<file path="src/rtl/check_reg_bank_if.sv">
// Sample/control bundle between the operand sources and the check_reg_bank capture register.
interface check_reg_bank_if #(
    parameter int WIDTH = 32,
    parameter int CNT_W = 4
);
    logic             start;
    logic             mode;
    logic             valid_in;
    logic [WIDTH-1:0] a;
    logic [WIDTH-1:0] d;
    logic [WIDTH-1:0] q;
    logic             q_valid;
    logic             sel_a;
    logic [CNT_W-1:0] count;
    logic             busy;
    logic             done;

    modport master (
        output start, mode, valid_in, a, d,
        input  q, q_valid, sel_a, count, busy, done
    );

    modport slave (
        input  start, mode, valid_in, a, d,
        output q, q_valid, sel_a, count, busy, done
    );
endinterface

</file>
<file path="src/rtl/check_reg_bank.sv">
// Capture register framing a fixed burst of CNT_MAX+1 samples; loads from `a` when
// the index of the accepted sample falls in [LOAD_LO, LOAD_HI], else from `d`.
module check_reg_bank #(
    parameter int WIDTH   = 32,
    parameter int CNT_W   = 4,
    parameter int CNT_MAX = 15,
    parameter int LOAD_LO = 7,
    parameter int LOAD_HI = 8
) (
    input logic              clk,
    input logic              reset,
    check_reg_bank_if.slave  bus
);
    localparam logic [1:0] S_IDLE = 2'd0;
    localparam logic [1:0] S_RUN  = 2'd1;
    localparam logic [1:0] S_DONE = 2'd2;

    localparam logic [CNT_W-1:0] MAX_C = CNT_W'(CNT_MAX);
    localparam logic [CNT_W-1:0] LO_C  = CNT_W'(LOAD_LO);
    localparam logic [CNT_W-1:0] HI_C  = CNT_W'(LOAD_HI);

    logic [1:0]       state_q,   state_d;
    logic [WIDTH-1:0] q_q,       q_d;
    logic             q_valid_q, q_valid_d;
    logic             sel_a_q,   sel_a_d;
    logic [CNT_W-1:0] count_q,   count_d;
    logic             busy_q,    busy_d;
    logic             done_q,    done_d;
    logic             hit;

    // Window test uses the index of the sample being accepted, before the increment.
    assign hit = !bus.mode && (count_q >= LO_C) && (count_q <= HI_C);

    always_comb begin
        state_d   = state_q;
        q_d       = q_q;
        sel_a_d   = sel_a_q;
        count_d   = count_q;
        q_valid_d = 1'b0;
        busy_d    = 1'b0;
        done_d    = 1'b0;
        case (state_q)
            S_IDLE: begin
                count_d = '0;
                if (bus.start) begin
                    state_d = S_RUN;
                    busy_d  = 1'b1;
                end
            end
            S_RUN: begin
                busy_d = 1'b1;
                if (bus.valid_in) begin
                    q_d       = hit ? bus.a : bus.d;
                    sel_a_d   = hit;
                    q_valid_d = 1'b1;
                    if (count_q == MAX_C) begin
                        count_d = '0;
                        state_d = S_DONE;
                        busy_d  = 1'b0;
                        done_d  = 1'b1;
                    end else begin
                        count_d = count_q + CNT_W'(1);
                    end
                end
            end
            S_DONE: begin
                state_d = S_IDLE;
            end
            default: begin
                state_d = S_IDLE;
                count_d = '0;
            end
        endcase
    end

    // Every output is a flop; busy/done are computed one cycle early so they line up with state.
    always_ff @(posedge clk) begin
        if (reset) begin
            state_q   <= S_IDLE;
            q_q       <= '0;
            q_valid_q <= 1'b0;
            sel_a_q   <= 1'b0;
            count_q   <= '0;
            busy_q    <= 1'b0;
            done_q    <= 1'b0;
        end else begin
            state_q   <= state_d;
            q_q       <= q_d;
            q_valid_q <= q_valid_d;
            sel_a_q   <= sel_a_d;
            count_q   <= count_d;
            busy_q    <= busy_d;
            done_q    <= done_d;
        end
    end

    assign bus.q       = q_q;
    assign bus.q_valid = q_valid_q;
    assign bus.sel_a   = sel_a_q;
    assign bus.count   = count_q;
    assign bus.busy    = busy_q;
    assign bus.done    = done_q;
endmodule

</file>
<file path="src/flat_wrapper.sv">
// flat-port wrapper written by rule: the top's interface ports become plain ports
module check_reg_bank_flat 
#(
    parameter int WIDTH   = 32,
    parameter int CNT_W   = 4,
    parameter int CNT_MAX = 15,
    parameter int LOAD_LO = 7,
    parameter int LOAD_HI = 8
)
  (clk, reset, bus_start, bus_mode, bus_valid_in, bus_a, bus_d, bus_q, bus_q_valid, bus_sel_a, bus_count, bus_busy, bus_done);
  check_reg_bank_if #(.WIDTH(WIDTH), .CNT_W(CNT_W)) bus_i ();
  input logic clk;
  input logic reset;
  input wire logic [$bits(bus_i.start)-1:0] bus_start;
  input wire logic [$bits(bus_i.mode)-1:0] bus_mode;
  input wire logic [$bits(bus_i.valid_in)-1:0] bus_valid_in;
  input wire logic [$bits(bus_i.a)-1:0] bus_a;
  input wire logic [$bits(bus_i.d)-1:0] bus_d;
  output wire logic [$bits(bus_i.q)-1:0] bus_q;
  output wire logic [$bits(bus_i.q_valid)-1:0] bus_q_valid;
  output wire logic [$bits(bus_i.sel_a)-1:0] bus_sel_a;
  output wire logic [$bits(bus_i.count)-1:0] bus_count;
  output wire logic [$bits(bus_i.busy)-1:0] bus_busy;
  output wire logic [$bits(bus_i.done)-1:0] bus_done;
  assign bus_i.start = bus_start;
  assign bus_i.mode = bus_mode;
  assign bus_i.valid_in = bus_valid_in;
  assign bus_i.a = bus_a;
  assign bus_i.d = bus_d;
  assign bus_q = bus_i.q;
  assign bus_q_valid = bus_i.q_valid;
  assign bus_sel_a = bus_i.sel_a;
  assign bus_count = bus_i.count;
  assign bus_busy = bus_i.busy;
  assign bus_done = bus_i.done;
  check_reg_bank #(.WIDTH(WIDTH), .CNT_W(CNT_W), .CNT_MAX(CNT_MAX), .LOAD_LO(LOAD_LO), .LOAD_HI(LOAD_HI)) u_core (.clk(clk), .reset(reset), .bus(bus_i));
endmodule
</file>
<file path="config.mk">
export PLATFORM = sky130hd
export DESIGN_NAME = check_reg_bank_flat
export DESIGN_NICKNAME = d
export VERILOG_FILES = /design/src/rtl/check_reg_bank_if.sv /design/src/rtl/check_reg_bank.sv /design/src/flat_wrapper.sv
export SDC_FILE = /design/constraint.sdc
export NUM_CORES = 1
export LEC_CHECK = 0
export CORE_ASPECT_RATIO = 1.1
export CORE_MARGIN = 8
export CORE_UTILIZATION = 40
export DETAILED_ROUTE_END_ITERATION = 8
export PLACE_DENSITY = 0.82
export SLEW_MARGIN = 20
export SYNTH_ARGS = -nofsm -noshare
export SYNTH_HDL_FRONTEND = slang
export SYNTH_SLANG_ARGS = --single-unit
</file>
<file path="constraint.sdc">
create_clock -name clk -period 2 [get_ports clk]
set_input_delay 0.3 -clock clk [delete_from_list [all_inputs] [get_ports clk]]
set_output_delay 0.3 -clock clk [all_outputs]
set_load 0.03 [all_outputs]
</file>
==> metrics.csv, run 1 <==
metric,value,unit
die area,0.00783,mm2
"non-filler cells, final",392,
# IOs,109,
Comb power frac,24.1,%
CTS tree,done,
endpoint of the worst register-to-register path,u_core.bus.q[15]$_SDFFE_PP0P_,
core box area,0.00503,mm2
Detail Placement HPWL,4.86,mm
row count,27,
Die Wd,85.1,um
final antenna-violating net count,0,
# setup viols final,0,
Die Height,92.0,um
CP peak stage delay,0.74,ns
Worst-Margin Slew,0.561,ns
met2 wire length,3.11,mm
Hold Buf Count CTS,0,
share of cells above drive strength 1,9.58,%
Setup crit start kind,flip-flop,
routed wire length,6.69,mm
"Design Area, Final",0.00322,mm2
WL/cell,17.1,um
sequential share of power,48.1,%
sequential fraction of the synthesis area,40.0,%
Layout area overhead,53.5,%
Clock Pin Slew Worst Setup and Hold Paths,0.08,ns
grt total ovfl,0,
"Cell Chain, Critical Path",clkdlybuf4s50_1,
# resized after CTS,0,
number of setup buffers added after CTS,0,
post-layout min period,1.82,ns
Fillers,423,
first-pass iteration count of the detailed router,4,
Tcrit/Tclk final,91.0,%
switch share,27.3,%
largest net degree at the start of global routing,37,
Total GRT Usage,16.5,%
total of max-cap violations,0,
Clock H-tree levels,2,
Worst EP arrival,1.52,ns
DRC violations left,0,
Hold Fails Final Rpt,0,
Hold Path Stages,2,
Peak supply drop,0.272,mV
Synth Area per Inst,8.86,um2
routed via count,2175,
Critical Path RT,1.70,ns
Num CTS Buffers,5,
DR vias/cell,5.55,
Starting Density,41.7,%
Synth Register Bits,42,
Internal,1.37,mW
first-pass GRT wire length,10.5,mm
CTS root buf,clkbuf_8,
layout net count,405,
clock group share of total power,27.7,%
Placed Area,0.00315,mm2
headroom to the max-slew limit,62.6,%
port bufs,108,
HP Start,u_core.bus.sel_a$_SDFFE_PP0P_,
Switch Pwr,515,uW
worst-skew pair later-pin latency,0.29,ns
fin util,64.0,%
critical path buffer and inverter count,1,
DRT iter0 DRCs,97,
r2r worst-path depth,5,
P_leak,1.12,nW
asr flop ratio synth,0,%
vias in the first global route,2171,
Min-Delay Path Class,flip-flop to flip-flop,
TNS Setup,0,ns
synth warn,0,
GPL Wtd Cong,0.816,
placed insts,385,
Gate Count Post-Synth,237,
Sink Count,42,
diode count,0,
DR top layer,met4,
Worst Path Max Fanout,10,
number of flops mapped to enable cells by yosys,0,
status,completed,
synth unique cells,33,
fmax,549,MHz
crit end category,output pin,
Multi-input gate area,0.00106,mm2
"Primary FF master, synth",dfxtp_1,
max-slew violations,0,
WHS Endpoint,u_core.bus.sel_a$_SDFFE_PP0P_,
M1 wire length,2.86,mm
WL met3,604,um
CP Class,flip-flop to output pin,
highest-delay cell along the critical path,clkdlybuf4s50_1,
"Net Count, Synth",308,
register area,841,um2
RR Startpoint,u_core.bus.count[0]$_SDFFE_PP0P_,
unrepaired setup endpoints after global routing,no,
PwrDens,584,mW/mm2
initial antenna violation count,0,
netlist area before placement,0.00210,mm2
"delay-heaviest family, CP",buffers and inverters,
Final Skew,0.00555,ns
Worst R2R Setup Slack,0.33,ns
CTS max path bufs,2,
stage by stage:
step / hold slack [ns] / setup slack [ns] / total power, mW
3_5_place_dp: 0.450 / 0.0852 / 1.38
3_3_place_gp: 0.443 / 0.107 / 1.37
4_1_cts: 0.458 / 0.165 / 1.89
2_1_floorplan: 0.458 / 0.356 / 1.13
5_1_grt: 0.468 / 0.130 / 1.96
6_report: 0.456 / 0.180 / 1.88
metal layers:
metal  vias up  track usage [%]
li1       1080                -
met1       997             18.5
met2        86             27.8
met3        12             6.42
met4         0             5.50
met5         -                0
synthesized netlist by cell type, drive strengths merged (2+ instances only):
| cell type | number | area share, % |
|---|---|---|
| and4bb | 2 | 1.5 |
| buf | 20 | 8.0 |
| o21ai | 36 | 9.7 |
| inv | 2 | 0.36 |
| nand3 | 34 | 8.1 |
| nor2 | 32 | 5.7 |
| dfxtp | 42 | 40 |
| a311oi | 31 | 15 |
| nand4bb | 2 | 1.1 |
| ha | 2 | 1.2 |
| a21oi | 4 | 0.95 |
| nand2 | 4 | 0.71 |
| and3b | 2 | 0.83 |
| clkbuf | 7 | 1.4 |
| nor3 | 5 | 1.2 |
cell families (layout without fill, tap and decap cells):
| logic type | Yosys count | in the layout | share of synthesized area [%] |
|---|---|---|---|
| flip-flops | 42 | 42 | 40.0 |
| AND/OR/NAND/NOR | 88 | 88 | 21.5 |
| buffers and inverters | 29 | 126 | 9.71 |
| AO/OA/AOI/OAI | 76 | 76 | 27.6 |
| adder cells (fa/ha/maj) | 2 | 2 | 1.19 |
worst max path at each step:
stage | cells after the start | endpoint | from
6_report | 1 | bus_count[2] | u_core.bus.count[2]$_SDFFE_PP0P_
4_1_cts | 1 | bus_count[2] | u_core.bus.count[2]$_SDFFE_PP0P_
5_1_grt | 1 | bus_count[2] | u_core.bus.count[2]$_SDFFE_PP0P_
3_5_place_dp | 4 | u_core.bus.q[6]$_SDFFE_PP0P_ | bus_mode
2_1_floorplan | 5 | u_core.bus.q[29]$_SDFFE_PP0P_ | u_core.bus.count[1]$_SDFFE_PP0P_
3_3_place_gp | 4 | u_core.bus.q[2]$_SDFFE_PP0P_ | bus_mode
cells in the final DEF, fill, tap and decap left out, types with 2 or more instances in the layout:
cell	instances
clkdlybuf4s50_1	107
ha_1	2
inv_1	2
and4bb_4	2
a311oi_1	23
o21ai_0	21
a21oi_1	4
nor3_1	5
buf_12	2
clkbuf_1	2
nand2_1	4
nor2_1	32
clkbuf_8	5
a311oi_2	8
nand4bb_1	2
o21ai_2	6
dfxtp_1	42
o21ai_1	9
nand3_1	34
buf_4	7
registers in the layout (all words and copies together), names as in the netlist:
signal              flops
u_core.bus.count        4
u_core.bus.q_valid      1
u_core.bus.done         1
u_core.state_q          2
u_core.bus.sel_a        1
u_core.bus.q           32
u_core.bus.busy         1
power groups by stage:
stage	clock network (mW)	logic [mW]	registers (mW)
global placement	0	0.449	0.923
detailed placement	0	0.455	0.925
CTS	0.529	0.457	0.906
finish	0.522	0.454	0.906
floorplan	0	0.122	1.01
global route	0.567	0.483	0.912
cell type report:
cell class	instances	share of cell area (%)
inverters	2	0.233
flip-flops and latches	42	26.1
clock buffers	7	2.37
repair buffers	117	36.3
well taps	58	2.25
multi-input cells	166	32.8
Power figures use the tool's default switching activity.
==> run 2, diff against run 1 <==
SETUP_SLACK_MARGIN = 0.1   (was unset)
TNS_END_PERCENT = 50   (was unset)
==> results of run 2 <==
No change in the layout: final DEF, timing and power equal those of run 1.
==> run 3, diff against run 2 <==
CORE_MARGIN = unset   (was 8)
GPL_TIMING_DRIVEN = 1   (was unset)
==> run 3 against run 2 <==
The run now ends with design-rule violations left. Via count rose by 3.3%. Global-route usage rose by 5.7 points. Worst hold slack got worse by 0.011 ns. Design area rose by 1.6%. Sequential power barely moved. Register-to-register slack got worse by 0.06 ns. Maximum frequency fell by 1.4%. First-iteration DRC count rose by 84%. Sequential cell count did not move. Setup slack got worse by 0.025 ns.
==> metrics.csv, run 3 (synthesis results as in run 1) <==
metric,value,unit,change
status,"finished, violations left",,was completed
failing checks,design-rule violations,,
Worst Path Max Fanout,10,,unchanged
CTS max path bufs,2,,unchanged
"Design Area, Final",0.00327,mm2,was 0.00322 mm2
routed via count,2247,,was 2175
critical path buffer and inverter count,1,,unchanged
row count,27,,unchanged
unrepaired setup endpoints after global routing,no,,unchanged
Die Wd,71.1,um,was 85.1 um
share of cells above drive strength 1,9.58,%,unchanged
Critical Path RT,1.70,ns,about the same
"delay-heaviest family, CP",buffers and inverters,,unchanged
core box area,0.00503,mm2,unchanged
Final Skew,0.00509,ns,was 0.00555 ns
# setup viols final,0,,unchanged
die area,0.00554,mm2,was 0.00783 mm2
"commonest non-fill, non-tap cell in the layout",clkdlybuf4s50_1,,unchanged
Worst-Margin Slew,0.466,ns,was 0.561 ns
first-pass iteration count of the detailed router,6,,was 4
sequential share of power,48.4,%,was 48.1%
Hold Buf Count CTS,0,,unchanged
GPL Wtd Cong,0.778,,was 0.816
DRT iter0 DRCs,178,,was 97
Comb power frac,24.3,%,was 24.1%
Sink Count,42,,unchanged
Hold Fails Final Rpt,0,,unchanged
total of max-cap violations,0,,unchanged
Peak supply drop,0.328,mV,was 0.272 mV
Fillers,423,,unchanged
P_leak,1.14,nW,was 1.12 nW
Min-Delay Path Class,primary input to flip-flop,,was flip-flop to flip-flop
Placed Area,0.00320,mm2,was 0.00315 mm2
crit end category,output pin,,unchanged
max-slew violations,0,,unchanged
fmax,542,MHz,was 549 MHz
diode count,0,,unchanged
number of flip-flops in the largest register,32,,unchanged
highest-delay cell along the critical path,clkdlybuf4s50_1,,unchanged
CTS root buf,clkbuf_8,,unchanged
Setup crit start kind,flip-flop,,unchanged
PwrDens,574,mW/mm2,was 584 mW/mm2
number of setup buffers added after CTS,0,,unchanged
Worst EP arrival,1.54,ns,was 1.52 ns
# resized after CTS,0,,unchanged
CP Class,flip-flop to output pin,,unchanged
headroom to the max-slew limit,69.0,%,was 62.6%
"Cell Chain, Critical Path",clkdlybuf4s50_1,,unchanged
grt total ovfl,0,,unchanged
Detail Placement HPWL,4.29,mm,was 4.86 mm
routed wire length,5.98,mm,was 6.69 mm
"commonest non-fill, non-tap cells in the layout","clkdlybuf4s50_1, dfxtp_1, nand3_1, nor2_1, a311oi_1",,unchanged
layout net count,405,,unchanged
worst-skew pair later-pin latency,0.29,ns,about the same
DR vias/cell,5.73,,was 5.55
TNS Setup,0,ns,unchanged
"non-filler cells, final",392,,unchanged
Internal,1.37,mW,about the same
Layout area overhead,55.8,%,was 53.5%
Multi-input gate area,0.00106,mm2,unchanged
vias in the first global route,2193,,was 2171
register area,841,um2,unchanged
initial antenna violation count,0,,unchanged
WHS,0.445,ns,was 0.456 ns
final antenna-violating net count,0,,unchanged
Total GRT Usage,22.2,%,was 16.5%
placed insts,385,,unchanged
Clock H-tree levels,2,,unchanged
Worst R2R Setup Slack,0.27,ns,was 0.33 ns
CTS tree,done,,unchanged
port bufs,108,,unchanged
clock group share of total power,27.4,%,was 27.7%
Num CTS Buffers,5,,unchanged
Tcrit/Tclk final,92.2,%,was 91.0%
Clock Pin Slew Worst Setup and Hold Paths,0.07,ns,was 0.08 ns
Starting Density,41.7,%,unchanged
post-layout min period,1.84,ns,was 1.82 ns
Die Height,78.0,um,was 92.0 um
CP peak stage delay,0.73,ns,was 0.74 ns
WL/cell,15.3,um,was 17.1 um
DRC violations left,9,,was 0
first-pass GRT wire length,9.79,mm,was 10.5 mm
switch share,27.0,%,was 27.3%
Switch Pwr,506,uW,was 515 uW
largest net degree at the start of global routing,36,,was 37
# IOs,109,,unchanged
run 3: worst paths after layout:
check / from / end / cells after the start
max: u_core.bus.count[2]$_SDFFE_PP0P_ / bus_count[2] / 1
min: reset / u_core.bus.q_valid$_SDFF_PP0_ / 2
max reg2reg: u_core.bus.count[0]$_SDFFE_PP0P_ / u_core.bus.q[20]$_SDFFE_PP0P_ / 5
min reg2reg: u_core.bus.sel_a$_SDFFE_PP0P_ / u_core.bus.sel_a$_SDFFE_PP0P_ / 2
run 3: cell type report:
class / instances / share of cell area [%]
Timing Repair Buffer: 117 / 37.2
Multi-Input combinational cell: 166 / 32.3
Sequential cell: 42 / 25.7
Clock buffer: 7 / 2.33
Tap cell: 58 / 2.22
Inverter: 2 / 0.229
run 3: power groups by stage:
stage | clock network, mW | registers (mW) | logic, mW
CTS | 0.528 | 0.907 | 0.458
global placement | 0 | 0.924 | 0.449
floorplan | 0 | 1.01 | 0.122
global route | 0.558 | 0.912 | 0.484
finish | 0.514 | 0.907 | 0.456
detailed placement | 0 | 0.926 | 0.457
run 3: metrics by stage:
stage | setup slack (ns) | total power, mW | utilization [%]
final | 0.155 | 1.88 | 65.0
after global routing | 0.115 | 1.95 | 65.0
after global placement | 0.123 | 1.37 | 63.5
after CTS | 0.156 | 1.89 | 65.0
after detailed placement | 0.0325 | 1.38 | 63.5
after floorplan | 0.356 | 1.13 | -
run 3: routing by layer:
metal  GRT usage (%)  part of all wire [%]  vias to the layer above
li1                -                     -                     1085
met1            25.3                    40                     1051
met2            38.6                    50                      100
met3            6.10                   7.8                       11
met4            9.60                   1.9                        0
met5               0                     0                        -
==> variant 1: new RTL, flow settings as in run 3 <==
Make the reset (`reset`) asynchronous in one clocked block.
--- a/src/rtl/check_reg_bank.sv
+++ b/src/rtl/check_reg_bank.sv
@@ -76,3 +76,3 @@
     // Every output is a flop; busy/done are computed one cycle early so they line up with state.
-    always_ff @(posedge clk) begin
+    always_ff @(posedge clk or posedge reset) begin
         if (reset) begin
Formal check against the unedited RTL: differs if reset is asserted again (counterexample within 4 cycles, from zero or initial values and one cycle with reset high); with reset held inactive, the same outputs for 10 cycles.
==> variant 1 against run 3 <==
- first-iteration DRC count is 41% lower
- design area up 1.7%
- sequential share of layout area grew 5.9 points
- sequential cell count unchanged
- worst setup slack better by 51 ps
- die area down 2.0%
- fmax increased by 2.8%
- synthesized area fell by 2.1%
- routed wire length decreased by 14%
- clock skew grew 2.9 ps
- critical path type is now reg -> reg
- highest routed layer unchanged
Power is not compared: it rests on default switching activity, and its combinational part moved more than twofold at a synthesized area within 25%.
==> variant 1: results (changes against run 3) <==
Least-Margin Pin Slew 532 ps (+66.7 ps); met3 wire length 360 um (-23%); worst reg2reg path depth 6 (+1); # placed instances 383 (-0.52%); met3 GRT Util 4.99% (-1.1 points); signal buffers share of area 36.6% (-0.63 points); post-synthesis compound-gate area fraction 24.6% (-3.0 points); asr flop ratio synth 100% (+100 points); All-Layer GR Usage 19.8% (-2.4 points); critical path arrival 1970 ps (+430 ps); outcome completed; Reg area 0.00105 mm^2 (+25%); placed inst area 0.00324 mm^2 (+1.3%); invs w/o clock 5 (+3); worst min-delay path class in -> async; CP delay by family, top simple AND/OR/NAND/NOR gates; fraction of area in multi-input gates 26.3% (-6.0 points); Area contributors post-synth dfrtp_1, a21oi_2, a21oi_1; post-synth cell types 23 (-30%); Final nets 403 (-0.49%); Final Hold Slack 429 ps (-16.0 ps); flop2flop setup slack 210 ps (-60 ps); Non-clk bufs 118 (+0.85%); final std cells w/o fill 391 (-0.26%); dpl ws 83.8 ps (+51.3 ps); drt initial violations 105 (-41%); post-synthesis adder-cell area fraction 1.22% (+0.025 points); Met1 Wirelength 2.18 mm (-9.8%); Core Footprint 0.00497 mm^2 (-1.3%); #MultiIn Comb 160 (-3.6%); vias in the first global route 1929 (-12%); DR WL met2 2.55 mm (-14%)
-- variant 1: cell count changes in the layout (fill, tap and decap cells not counted), moves of 4 or more --
cell | run 3 | this run
dfrtp_1 | 0 | 41
dfxtp_1 | 42 | 0
nor2_1 | 32 | 36
nand3_1 | 34 | 2
a21oi_1 | 4 | 36
o21ai_1 | 9 | 0
a311oi_2 | 8 | 0
nand2_1 | 4 | 38
a21oi_2 | 0 | 30
o21ai_2 | 6 | 0
a311oi_1 | 23 | 0
nor3_1 | 5 | 0
o21ai_0 | 21 | 4
-- variant 1: how the worst max path moves through the flow --
stage,from,endpoint,slack [ps],depth (start not counted)
global route,u_core.bus.count[0],u_core.bus.q[22],150,6
floorplan,u_core.bus.count[0],u_core.bus.q[0],140,8
finish,u_core.bus.count[1],u_core.bus.q[22],210,6
global placement,bus_mode,u_core.bus.q[22],130,6
detailed placement,bus_mode,u_core.bus.q[22],80,6
CTS,u_core.bus.count[0],u_core.bus.q[22],190,7
==> variant 2: new RTL, config.mk and constraints of run 3 <==
Made on the original files. `CNT_W` is set to 4 in 3 places; all go to 5.
--- a/src/rtl/check_reg_bank_if.sv
+++ b/src/rtl/check_reg_bank_if.sv
@@ -3,3 +3,3 @@
     parameter int WIDTH = 32,
-    parameter int CNT_W = 4
+    parameter int CNT_W = 5
 );
--- a/src/rtl/check_reg_bank.sv
+++ b/src/rtl/check_reg_bank.sv
@@ -4,3 +4,3 @@
     parameter int WIDTH   = 32,
-    parameter int CNT_W   = 4,
+    parameter int CNT_W   = 5,
     parameter int CNT_MAX = 15,
--- a/src/flat_wrapper.sv
+++ b/src/flat_wrapper.sv
@@ -4,3 +4,3 @@
     parameter int WIDTH   = 32,
-    parameter int CNT_W   = 4,
+    parameter int CNT_W   = 5,
     parameter int CNT_MAX = 15,
Ports: changed (resized bus_count); port bits go from 109 to 110. No check against the original RTL was run, so the function may have changed too.
==> variant 2 against run 3 <==
- synthesized area shrank 3.4%
- highest routed layer unchanged
- die area is 3.3% lower
- design area down 0.73%
- sequential share of layout area rose by 0.80 points
- sequential cell count rose by 1
- worst setup slack better by 46 ps
- total power rose by 2.8%
- routed wire length is 4.4% lower
==> variant 2: results (changes against run 3) <==
final cell utilization of the core 68.4% (+3.4 points); placed inst area 0.00318 mm^2 (-0.63%); Clock Tree Buf Depth 2 (unchanged); met3 wire length 413 um (-11%); clk tree area frac 2.23% (-0.098 points); clk_buf instances 6 (-1); Met1 Wirelength 2.32 mm (-4.0%); FFs & Latches 43 (+2.4%); Final Skew 4.30 ps (-0.798 ps); Routability Congestion 0.782 (+0.58%); post-synthesis sequential area ratio 42.4% (+2.4 points); #MultiIn Comb 164 (-1.2%); DR pass1 iterations 4 (-2); Avg Inst Size Synth 8.93 um^2 (+0.86%); met3 GRT Util 6.96% (+0.86 points); share of post-route cells with drive strength above 1 14.7% (+5.1 points); dpl hpwl 4.16 mm (-3.2%); via/cell ratio 5.18 (-9.6%); Non-clk bufs 119 (+1.7%); worst min-delay path class reg -> reg; VDD IR-drop max 594 uV (+81%); dpl ws 303 ps (+271 ps); PortBufs 109 (+0.93%); wirelength, routed 5.72 mm (-4.4%); met1 usage 24.7% (-0.61 points); # placed instances 384 (-0.26%); post-synth cell types 28 (-15%); met2 GRT Util 37.6% (-0.96 points); crit-path max FO 7 (-3); P_leak 1.27 nW (+11%); drt initial violations 90 (-49%); Area contributors post-synth dfxtp_1, a211oi_2, a21oi_1; fraction of area in multi-input gates 32.7% (+0.47 points); All-Layer GR Usage 21.5% (-0.70 points); final std cells w/o fill 390 (-0.51%); Residual DRC 0 (-9); signal buffers share of area 36.1% (-1.1 points); Final nets 406 (+0.25%); global-route wire length before repair 9.21 mm (-5.9%); Syn Nets 298 (-3.2%); Least-Margin Pin Slew 733 ps (+267 ps); cell area after layout 0.00325 mm^2 (-0.73%); vias in the first global route 2029 (-7.5%); most common library cells after synthesis dfxtp_1, nor2_1, a21oi_1, nand2_1, a211oi_2; outcome completed; initial antenna violation count 0 (unchanged); DR WL met2 2.92 mm (-2.2%); pin count of the biggest net entering global routing 28 (-22%); Fillers 387 (-8.5%)
[variant 2: power by group]
group          leakage, nW  switching (mW)  internal, mW
clock network       0.0371           0.276         0.233
logic                0.877           0.238         0.255
registers            0.352          0.0240         0.901
[variant 2: worst paths after layout]
kind | startpoint | endpoint | slack [ps] | cells past startpoint
max | u_core.bus.count[2] | bus_count[2] | 200 | 1
min | u_core.bus.sel_a | u_core.bus.sel_a | 460 | 2
max reg2reg | u_core.bus.count[1] | u_core.bus.q[31] | 280 | 6
min reg2reg | u_core.bus.sel_a | u_core.bus.sel_a | 460 | 2
[variant 2: cells by family after synthesis]
family / count (synthesis) / share of synthesized area (%)
muxes: 2 / 0.987
AOI/OAI and AO/OA: 74 / 30.8
xor gates and xnor gates: 1 / 0.432
buffers and inverters: 20 / 5.12
DFF: 43 / 42.4
and+or+nand+nor: 85 / 18.9
adders and majority gates: 2 / 1.23
